[src/rtl/invader_pkg.sv]
// Shared types and constants for the invader march controller: state encoding,
// speed ceiling, frame-counter and pixel-coordinate widths, and the step-period helper.
package invader_pkg;

    typedef enum logic [2:0] {
        ST_IDLE,
        ST_MARCH_R,
        ST_DESC_L,
        ST_MARCH_L,
        ST_DESC_R,
        ST_CLEARED,
        ST_LANDED
    } march_state_t;

    localparam int SPEED_LVL_MAX = 15;
    localparam int SPEED_W       = 4;
    localparam int FRAME_W       = 8;
    localparam int COORD_W       = 11;

    // max(base - speed*dec, min_p), evaluated without unsigned wrap.
    function automatic logic [FRAME_W-1:0] calc_period(
        input logic [SPEED_W-1:0] speed,
        input int                 base,
        input int                 dec,
        input int                 min_p
    );
        int reduction;
        reduction = int'(speed) * dec;
        if (reduction + min_p >= base)
            return FRAME_W'(min_p);
        else
            return FRAME_W'(base - reduction);
    endfunction

endpackage

[src/rtl/march_frame_timer.sv]
// Frame counter shared by march stepping and descend timing: counts startOfFrame
// ticks and flags the tick that completes the requested period.
module march_frame_timer
    import invader_pkg::*;
(
    input  logic               clk,
    input  logic               resetN,
    input  logic               i_clear,
    input  logic               i_tick,
    input  logic [FRAME_W-1:0] i_period,
    output logic               o_tc
);

    logic [FRAME_W-1:0] r_cnt;
    logic               w_last;

    // ">=" rather than "==" so a period that shrinks mid-count still terminates promptly.
    assign w_last = ({1'b0, r_cnt} + {{FRAME_W{1'b0}}, 1'b1}) >= {1'b0, i_period};
    assign o_tc   = i_tick && w_last;

    always_ff @(posedge clk or negedge resetN) begin
        if (!resetN)
            r_cnt <= '0;
        else if (i_clear || o_tc)
            r_cnt <= '0;
        else if (i_tick)
            r_cnt <= r_cnt + FRAME_W'(1);
    end

endmodule

[src/rtl/invader_march_ctrl.sv]
// Invader formation march sequencer: step timing, edge reversal, descend phases, speed-up on kills.
// Optional INVADER_MARCH_FINAL_SPRINT_EN: the last surviving invader marches at MIN_PERIOD.
module invader_march_ctrl
    import invader_pkg::*;
#(
    parameter int NUM_INVADERS    = 32,
    parameter int BASE_PERIOD     = 30,
    parameter int PERIOD_DEC      = 2,
    parameter int MIN_PERIOD      = 2,
    parameter int KILLS_PER_LEVEL = 4,
    parameter int DESCEND_FRAMES  = 30,
    parameter int FLOOR_Y         = 400,
    localparam int ALIVE_W        = $clog2(NUM_INVADERS + 1)
) (
    input  logic               clk,
    input  logic               resetN,
    input  logic               i_startOfFrame,
    input  logic               i_startWave,
    input  logic               i_invaderHit,
    input  logic               i_hitRight,
    input  logic               i_hitLeft,
    input  logic [COORD_W-1:0] i_formationBottomY,
    output logic               o_stepPulse,
    output logic               o_chgDir,
    output logic               o_descending,
    output logic               o_movingRight,
    output logic [SPEED_W-1:0] o_speedLevel,
    output logic [ALIVE_W-1:0] o_aliveCount,
    output logic               o_waveCleared,
    output logic               o_invadersLanded
);

    localparam int KILL_W = $clog2(KILLS_PER_LEVEL + 1);

    march_state_t       r_state, w_state_next;
    logic               r_step, r_chg, r_desc, r_right, r_cleared, r_landed;
    logic [SPEED_W-1:0] r_speed;
    logic [ALIVE_W-1:0] r_alive;
    logic [KILL_W-1:0]  r_kills;

    logic               w_step_next, w_chg_next, w_timer_clr, w_tc;
    logic               w_march, w_desc, w_hit_ok, w_clear_now, w_landed_now, w_edge;
    logic [FRAME_W-1:0] w_period, w_timer_period;

    assign w_march      = (r_state == ST_MARCH_R) || (r_state == ST_MARCH_L);
    assign w_desc       = (r_state == ST_DESC_L)  || (r_state == ST_DESC_R);
    assign w_hit_ok     = i_invaderHit && (r_alive != '0) && !i_startWave;
    assign w_clear_now  = w_hit_ok && (r_alive == ALIVE_W'(1));
    assign w_landed_now = i_formationBottomY >= COORD_W'(FLOOR_Y);
    assign w_edge       = ((r_state == ST_MARCH_R) && i_hitRight) ||
                          ((r_state == ST_MARCH_L) && i_hitLeft);

`ifdef INVADER_MARCH_FINAL_SPRINT_EN
    assign w_period = (r_alive == ALIVE_W'(1)) ? FRAME_W'(MIN_PERIOD)
                    : calc_period(r_speed, BASE_PERIOD, PERIOD_DEC, MIN_PERIOD);
`else
    assign w_period = calc_period(r_speed, BASE_PERIOD, PERIOD_DEC, MIN_PERIOD);
`endif

    assign w_timer_period = w_desc ? FRAME_W'(DESCEND_FRAMES) : w_period;

    march_frame_timer u_timer (
        .clk      (clk),
        .resetN   (resetN),
        .i_clear  (w_timer_clr),
        .i_tick   (i_startOfFrame),
        .i_period (w_timer_period),
        .o_tc     (w_tc)
    );

    // Priority: startWave > cleared > landed > edge reversal > step / descend timing.
    always_comb begin
        w_state_next = r_state;
        w_step_next  = 1'b0;
        w_chg_next   = 1'b0;
        w_timer_clr  = 1'b0;
        if (i_startWave) begin
            w_state_next = ST_MARCH_R;
            w_timer_clr  = 1'b1;
        end else if (w_march || w_desc) begin
            if (w_clear_now) begin
                w_state_next = ST_CLEARED;
                w_timer_clr  = 1'b1;
            end else if (w_landed_now) begin
                w_state_next = ST_LANDED;
                w_timer_clr  = 1'b1;
            end else if (w_march) begin
                if (w_edge) begin
                    w_state_next = (r_state == ST_MARCH_R) ? ST_DESC_L : ST_DESC_R;
                    w_chg_next   = 1'b1;
                    w_timer_clr  = 1'b1;
                end else begin
                    w_step_next = w_tc;
                end
            end else begin
                w_step_next = i_startOfFrame;
                if (w_tc)
                    w_state_next = (r_state == ST_DESC_L) ? ST_MARCH_L : ST_MARCH_R;
            end
        end else begin
            w_timer_clr = 1'b1;
        end
    end

    always_ff @(posedge clk or negedge resetN) begin
        if (!resetN) begin
            r_state   <= ST_IDLE;
            r_step    <= 1'b0;
            r_chg     <= 1'b0;
            r_desc    <= 1'b0;
            r_right   <= 1'b0;
            r_cleared <= 1'b0;
            r_landed  <= 1'b0;
        end else begin
            r_state   <= w_state_next;
            r_step    <= w_step_next;
            r_chg     <= w_chg_next;
            r_desc    <= (w_state_next == ST_DESC_L) || (w_state_next == ST_DESC_R);
            r_cleared <= (w_state_next == ST_CLEARED);
            r_landed  <= (w_state_next == ST_LANDED);
            if (i_startWave)
                r_right <= 1'b1;
            else if (w_chg_next)
                r_right <= ~r_right;
        end
    end

    always_ff @(posedge clk or negedge resetN) begin
        if (!resetN) begin
            r_alive <= '0;
            r_kills <= '0;
            r_speed <= '0;
        end else if (i_startWave) begin
            r_alive <= ALIVE_W'(NUM_INVADERS);
            r_kills <= '0;
            r_speed <= '0;
        end else if (w_hit_ok) begin
            r_alive <= r_alive - ALIVE_W'(1);
            if (r_kills == KILL_W'(KILLS_PER_LEVEL - 1)) begin
                r_kills <= '0;
                if (r_speed != SPEED_W'(SPEED_LVL_MAX))
                    r_speed <= r_speed + SPEED_W'(1);
            end else begin
                r_kills <= r_kills + KILL_W'(1);
            end
        end
    end

    assign o_stepPulse      = r_step;
    assign o_chgDir         = r_chg;
    assign o_descending     = r_desc;
    assign o_movingRight    = r_right;
    assign o_speedLevel     = r_speed;
    assign o_aliveCount     = r_alive;
    assign o_waveCleared    = r_cleared;
    assign o_invadersLanded = r_landed;

endmodule

[config.mk]
export PLATFORM = sky130hd
export DESIGN_NAME = invader_march_ctrl
export DESIGN_NICKNAME = d
export VERILOG_FILES = /design/src/rtl/invader_pkg.sv /design/src/rtl/march_frame_timer.sv /design/src/rtl/invader_march_ctrl.sv
export SDC_FILE = /design/constraint.sdc
export NUM_CORES = 1
export LEC_CHECK = 0
export BUFFER_PORTS_ARGS = -buffer_cell sky130_fd_sc_hd__buf_4
export CAP_MARGIN = 30
export CORE_MARGIN = 1
export CORE_UTILIZATION = 55
export DETAILED_ROUTE_END_ITERATION = 10
export GPL_ROUTABILITY_DRIVEN = 0
export GPL_TIMING_DRIVEN = 0
export HOLD_SLACK_MARGIN = 0.08
export PLACE_DENSITY = 0.89
export SKIP_CTS_REPAIR_TIMING = 1
export SLEW_MARGIN = 5
export SYNTH_ARGS = -nofsm -noshare
export SYNTH_HDL_FRONTEND = slang
export SYNTH_SLANG_ARGS = --single-unit
[constraint.sdc]
create_clock -name clk -period 3 [get_ports clk]
set_input_delay 0.15 -clock clk [delete_from_list [all_inputs] [get_ports clk]]
set_output_delay 0.15 -clock clk [all_outputs]
set_load 0.01 [all_outputs]
Word level (Yosys, flattened, before mapping)
Cells that the tools add are included.

Bits in latches: 0. Bits in registers: 30. Logic and storage cells: 93. RAM bits: 0. Bits of input ports: 18. ROM bits: 0. Output and inout port bits: 16. Memories: 0.

Shifts and indexed selects: 0. Muxes and demuxes: 40. Reductions and logical operators: 20. Add/subtract/negate cells: 7. Equal/unequal tests: 11. Divide/modulo/power cells: 0. Multiply operators: 0. Bitwise logic cells: 1. $lt $le $gt $ge: 3.

Operators with widths (number): $mux 3 (11); $mux 8 (4); $mux 1 (18); $mux 4 (4); $eq 3x2->1 const B (4); $eq 3x3->1 const B (4); $mux 6 (2); $ge 11x9->1 const B (1); $reduce_bool 2->1 (5); $add 8x1->9 const B (1); $ge 9x8->1 (1); $add 8x1->8 const B (1); $add 5x2->6 const B (1); $eq 6x1->1 const B (1); $ge 6x5->1 const B (1); $logic_and 1x1->1 (6); $logic_or 1x1->1 (6); $reduce_bool 6->1 (1); $sub 5x5->6 const A (1); $sub 6x1->6 const B (1); $add 4x1->4 const B (1); $ne 4x4->1 const B (1); $add 3x1->3 const B (1); $eq 3x1->1 const B (1); 4 further kinds (4).

Depth between registers and ports, before layout
Word-level depth: 14. Gate-level depth with buffers: 14. Depth with buffers taken out: 14.

By module
Synthesis repeated with hierarchy kept, for this count alone.

Cells, all modules: 232. Area, all modules: 2037.0 um2.

By module, submodules not included: invader_march_ctrl (instances 1, area an instance 1312.5 um2, sequential area each 550.5 um2, cells an instance 142); march_frame_timer (instances 1, area an instance 724.4 um2, sequential area each 200.2 um2, cells an instance 90).

Least setup slack after synthesis
No wires, ideal clock.

Kind: register to register. From: reg r_speed[0] (netlist: o_speedLevel[0]). To: reg r_cleared (netlist: o_waveCleared). Buffers on the path: 0. Required time: 2.880 ns. Path slack: 0.323 ns. Stages on the path, launching flop included: 14. Library setup time: 0.120 ns. Arrival: 2.558 ns. Clock period less this slack: 2.677 ns. Path through: dfrtp_1 inv_1 ha_1 nor2_1 nor2_1 nor2_1 o21a_1 ha_1 a21oi_1 o21ai_0 a211o_1 nor3_4 o311ai_4 and3_1.

Cells in the longest elaborated chain, start to end: 13. Elaborated cells on any way between the ends: 14. Classes of those cells: add/sub (2); order compare (2); eq/ne (1); mux (8); reduce/logical (1).

RTL lines: start: declaration (line invader_march_ctrl.sv:37) `logic [SPEED_W-1:0] r_speed;`; start signal: assignment (line invader_march_ctrl.sv:142) `r_speed <= r_speed + SPEED_W'(1);`; $add 5x2->6 (line invader_pkg.sv:29) `if (reduction + min_p >= base)`; $ge 6x5->1 (line invader_pkg.sv:29); $mux 8 (*) (line invader_pkg.sv:29); $mux 8 (*) (line invader_march_ctrl.sv:60) `assign w_timer_period = w_desc ? FRAME_W'(DESCEND_FRAMES) : w_period;`; $ge 9x8->1 (*) (line march_frame_timer.sv:18) `assign w_last = ({1'b0, r_cnt} + {{FRAME_W{1'b0}}, 1'b1}) >= {1'b0, i_period};`; $logic_and 1x1->1 (*) (line march_frame_timer.sv:19) `assign o_tc = i_tick && w_last;`; $mux 3 (*) (line invader_march_ctrl.sv:97) `if (w_tc)`; $mux 3 (*) (line invader_march_ctrl.sv:87) `end else if (w_march) begin`; $mux 3 (*) (line invader_march_ctrl.sv:84) `end else if (w_landed_now) begin`; $mux 3 (*) (line invader_march_ctrl.sv:81) `if (w_clear_now) begin`; $mux 3 (*) (line invader_march_ctrl.sv:80) `end else if (w_march || w_desc) begin`; $mux 3 (*) (line invader_march_ctrl.sv:77) `if (i_startWave) begin`; named net w_state_next[0] (line invader_march_ctrl.sv:35) `march_state_t r_state, w_state_next;`; $eq 3x3->1 (*) (line invader_march_ctrl.sv:119) `r_cleared <= (w_state_next == ST_CLEARED);`; end signal: assignment (line invader_march_ctrl.sv:119); end: declaration (line invader_march_ctrl.sv:36) `logic r_step, r_chg, r_desc, r_right, r_cleared, r_landed;`.

The timed path passes the listed nets; every way through them passes the cells marked *. A chain may end at the register's enable or synchronous reset.

Final worst setup path
Same ends and word-level chain as after synthesis.

==> results.ini <==
[placement]
place_area_um2=2060
io_buffers=29
dp_hpwl_um=2560
dp.cells=260

[pwr]
pwr-share-clk=0.292
switchingPower_mw=0.309
p_per_area_nw_per_um2=463
p_seq_frac=0.463
p_int_mw=0.715
comb_power_share=0.245
switching_share=0.301
leakage_nw=1.05
irDropWorstVdd_v=0.000248

[sta]
slew_headroom=0.675
hold_viol=0
fmax_mhz=347
skew_ns=0.00360
fin_crit_sh=0.960
tightest_slew_ns=0.483
maxSlewViolCount=0
fin_setup_tns_ns=0
setup_viol=0
finalCriticalPeriod_ns=2.88
hold_slack_ns=0.158

[routing]
wl_met3_um=128
first_pass_iters=4
drc=0
top_layer=met4
vias_per_cell=5.40
drtIter0Drc=61
num_vias=1479
dr_wl_met2_um=1770
antenna_left=0
wl_um=3600
wl_per_cell_um=13.2
met1_length_um=1650

[logic_synthesis]
synth-seq-cells=30
synth_area_um2=1790
yosysSeqAreaShare=0.419
syn_nets=216
syn_area_per_cell_um2=9.58
async_reset_ff_frac=1.00
synthFlopType=dfrtp_1
synth_cell_types=45
synth-edff-count=0
syn_inst=187
ys_warn_count=0

[die]
core_um2=3080
die_area_um2=3490
chipWidth_um=59.1
ios=34
die_y_um=59.1
num_rows=20
start_util=0.582

[clock_network]
clock_latency_ns=0.32
cts_root_buffer=clkbuf_4
path_clk_slew_ns=0.09
cts_tree=yes
numClockSinks=30
cts_made_buffers=5
cts.path.max_buffers=2
htree_levels=2

[hold_path]
hp-class=in2reg

[cells_and_area]
layout_commonest_cell=buf_4
layout.cells.most_common_list=buf_4 (33), dfrtp_1 (28), nor2_1 (21)
syn_to_final_growth_pct=23.5
postLayoutCellArea_um2=2210
drive_gt1_frac=0.239
layoutNonFillerInstCount=274
final_nets=258
post-route-util=0.719
antenna_cells=0

[worst_setup_path]
arrival_ns=3.10
critPathMaxFanout=7
critPathKind=reg2reg
rrSetupSlack_ns=0.12
start_kind=flip-flop
cp.required_ns=3.22
cp-end-kind=flip-flop

[global_routing]
grt_max_degree=31
overflow=0
grt_pass1_wl_um=5730
grt_pass1_vias=1330
antenna_found_initial=0
grt.total_usage=0.222

[flow_run]
cap_viol_max_count=0

[run_status]
status=completed

==> power groups by stage <==
stage | registers [mW] | clock network [mW] | logic, mW
5_1_grt | 0.478 | 0.326 | 0.280
3_3_place_gp | 0.479 | 0 | 0.239
2_1_floorplan | 0.488 | 0 | 0.146
3_5_place_dp | 0.482 | 0 | 0.246
4_1_cts | 0.474 | 0.304 | 0.248
6_report | 0.474 | 0.299 | 0.250
==> kinds of logic after synthesis <==
kind of cell,Yosys count,synth area share
AND/OR/NAND/NOR,81,0.242
buffers and inverters,12,0.0251
adder cells (fa/ha/maj),11,0.0768
multiplexers,3,0.0196
flip-flops,30,0.419
XOR/XNOR,13,0.0635
AO/OA/AOI/OAI,37,0.154
==> worst paths after layout <==
kind                                         startpoint                           end  cells after the start
max in group asynchronous                        resetN   o_speedLevel[0]$_DFFE_PN0P_                      2
setup reg to reg            o_speedLevel[0]$_DFFE_PN0P_       o_waveCleared$_DFF_PN0_                     14
setup / recovery            o_speedLevel[0]$_DFFE_PN0P_       o_waveCleared$_DFF_PN0_                     14
hold reg to reg            u_timer.r_cnt[7]$_DFFE_PN0P_  u_timer.r_cnt[7]$_DFFE_PN0P_                      1
hold / removal                           i_startOfFrame  u_timer.r_cnt[2]$_DFFE_PN0P_                      3
min in group asynchronous                        resetN   o_aliveCount[2]$_DFFE_PN0P_                      2
==> cell type report <==
type	instances	area (µm²)
multi-input combinational	145	1000
fill	223	866
sequential	30	753
timing repair buffer	35	278
clock buffer	8	78.8
tap	44	55.1
inverter	7	26.3
buffer	5	18.8
==> synth_stat cells (2+ instances only) <==
cell | instances | area share
nand3_1 | 4 | 0.011
mux2i_1 | 2 | 0.011
nand2_1 | 16 | 0.034
nand2b_1 | 5 | 0.017
nor2_1 | 22 | 0.046
inv_1 | 6 | 0.013
nor3_1 | 5 | 0.014
nor2b_1 | 5 | 0.017
a21oi_1 | 6 | 0.017
o21ai_0 | 6 | 0.017
o21bai_1 | 2 | 0.0084
a211oi_2 | 2 | 0.014
and3_1 | 3 | 0.010
nand4_1 | 3 | 0.010
or3_1 | 2 | 0.0070
clkbuf_1 | 5 | 0.010
and2_1 | 6 | 0.021
a31oi_1 | 2 | 0.0070
ha_1 | 11 | 0.077
a211oi_1 | 3 | 0.013
o21a_1 | 4 | 0.017
dfrtp_1 | 30 | 0.42
xor2_1 | 9 | 0.044
and4_1 | 2 | 0.0098
xnor2_1 | 4 | 0.020
o21ai_1 | 3 | 0.0084
==> flip-flops by register name (all words and copies together), names as in the netlist <==
signal,flops
o_aliveCount,6
o_invadersLanded,1
o_descending,1
r_kills,3
o_waveCleared,1
r_state,3
o_movingRight,1
o_chgDir,1
o_speedLevel,4
o_stepPulse,1
u_timer.r_cnt,8
==> critical path, cell delays in order (launching register included) <==
cell	delay, ns
dfrtp_2	0.46
ha_1	0.25
nand2_1	0.08
nor2_1	0.04
a21oi_1	0.14
nor2_2	0.08
o21a_1	0.17
ha_1	0.31
a21oi_2	0.13
o21ai_0	0.10
a211o_1	0.31
nor3_4	0.22
buf_12	0.15
o311ai_4	0.13
and3_1	0.20
==> routing by layer <==
metal / up-vias / GRT usage
met4: 0 / 0.105
met2: 34 / 0.377
met1: 708 / 0.267
met3: 7 / 0.0480
met5: - / 0
li1: 730 / -
==> per-stage QoR <==
| step | total power, mW | setup WS [ns] |
|---|---|---|
| 6_report | 1.02 | 0.121 |
| 4_1_cts | 1.03 | -0.00574 |
| 3_3_place_gp | 0.718 | 0.135 |
| 5_1_grt | 1.08 | -0.0290 |
| 2_1_floorplan | 0.634 | 0.323 |
| 3_5_place_dp | 0.728 | 0.0151 |
Power figures use the tool's default switching activity.
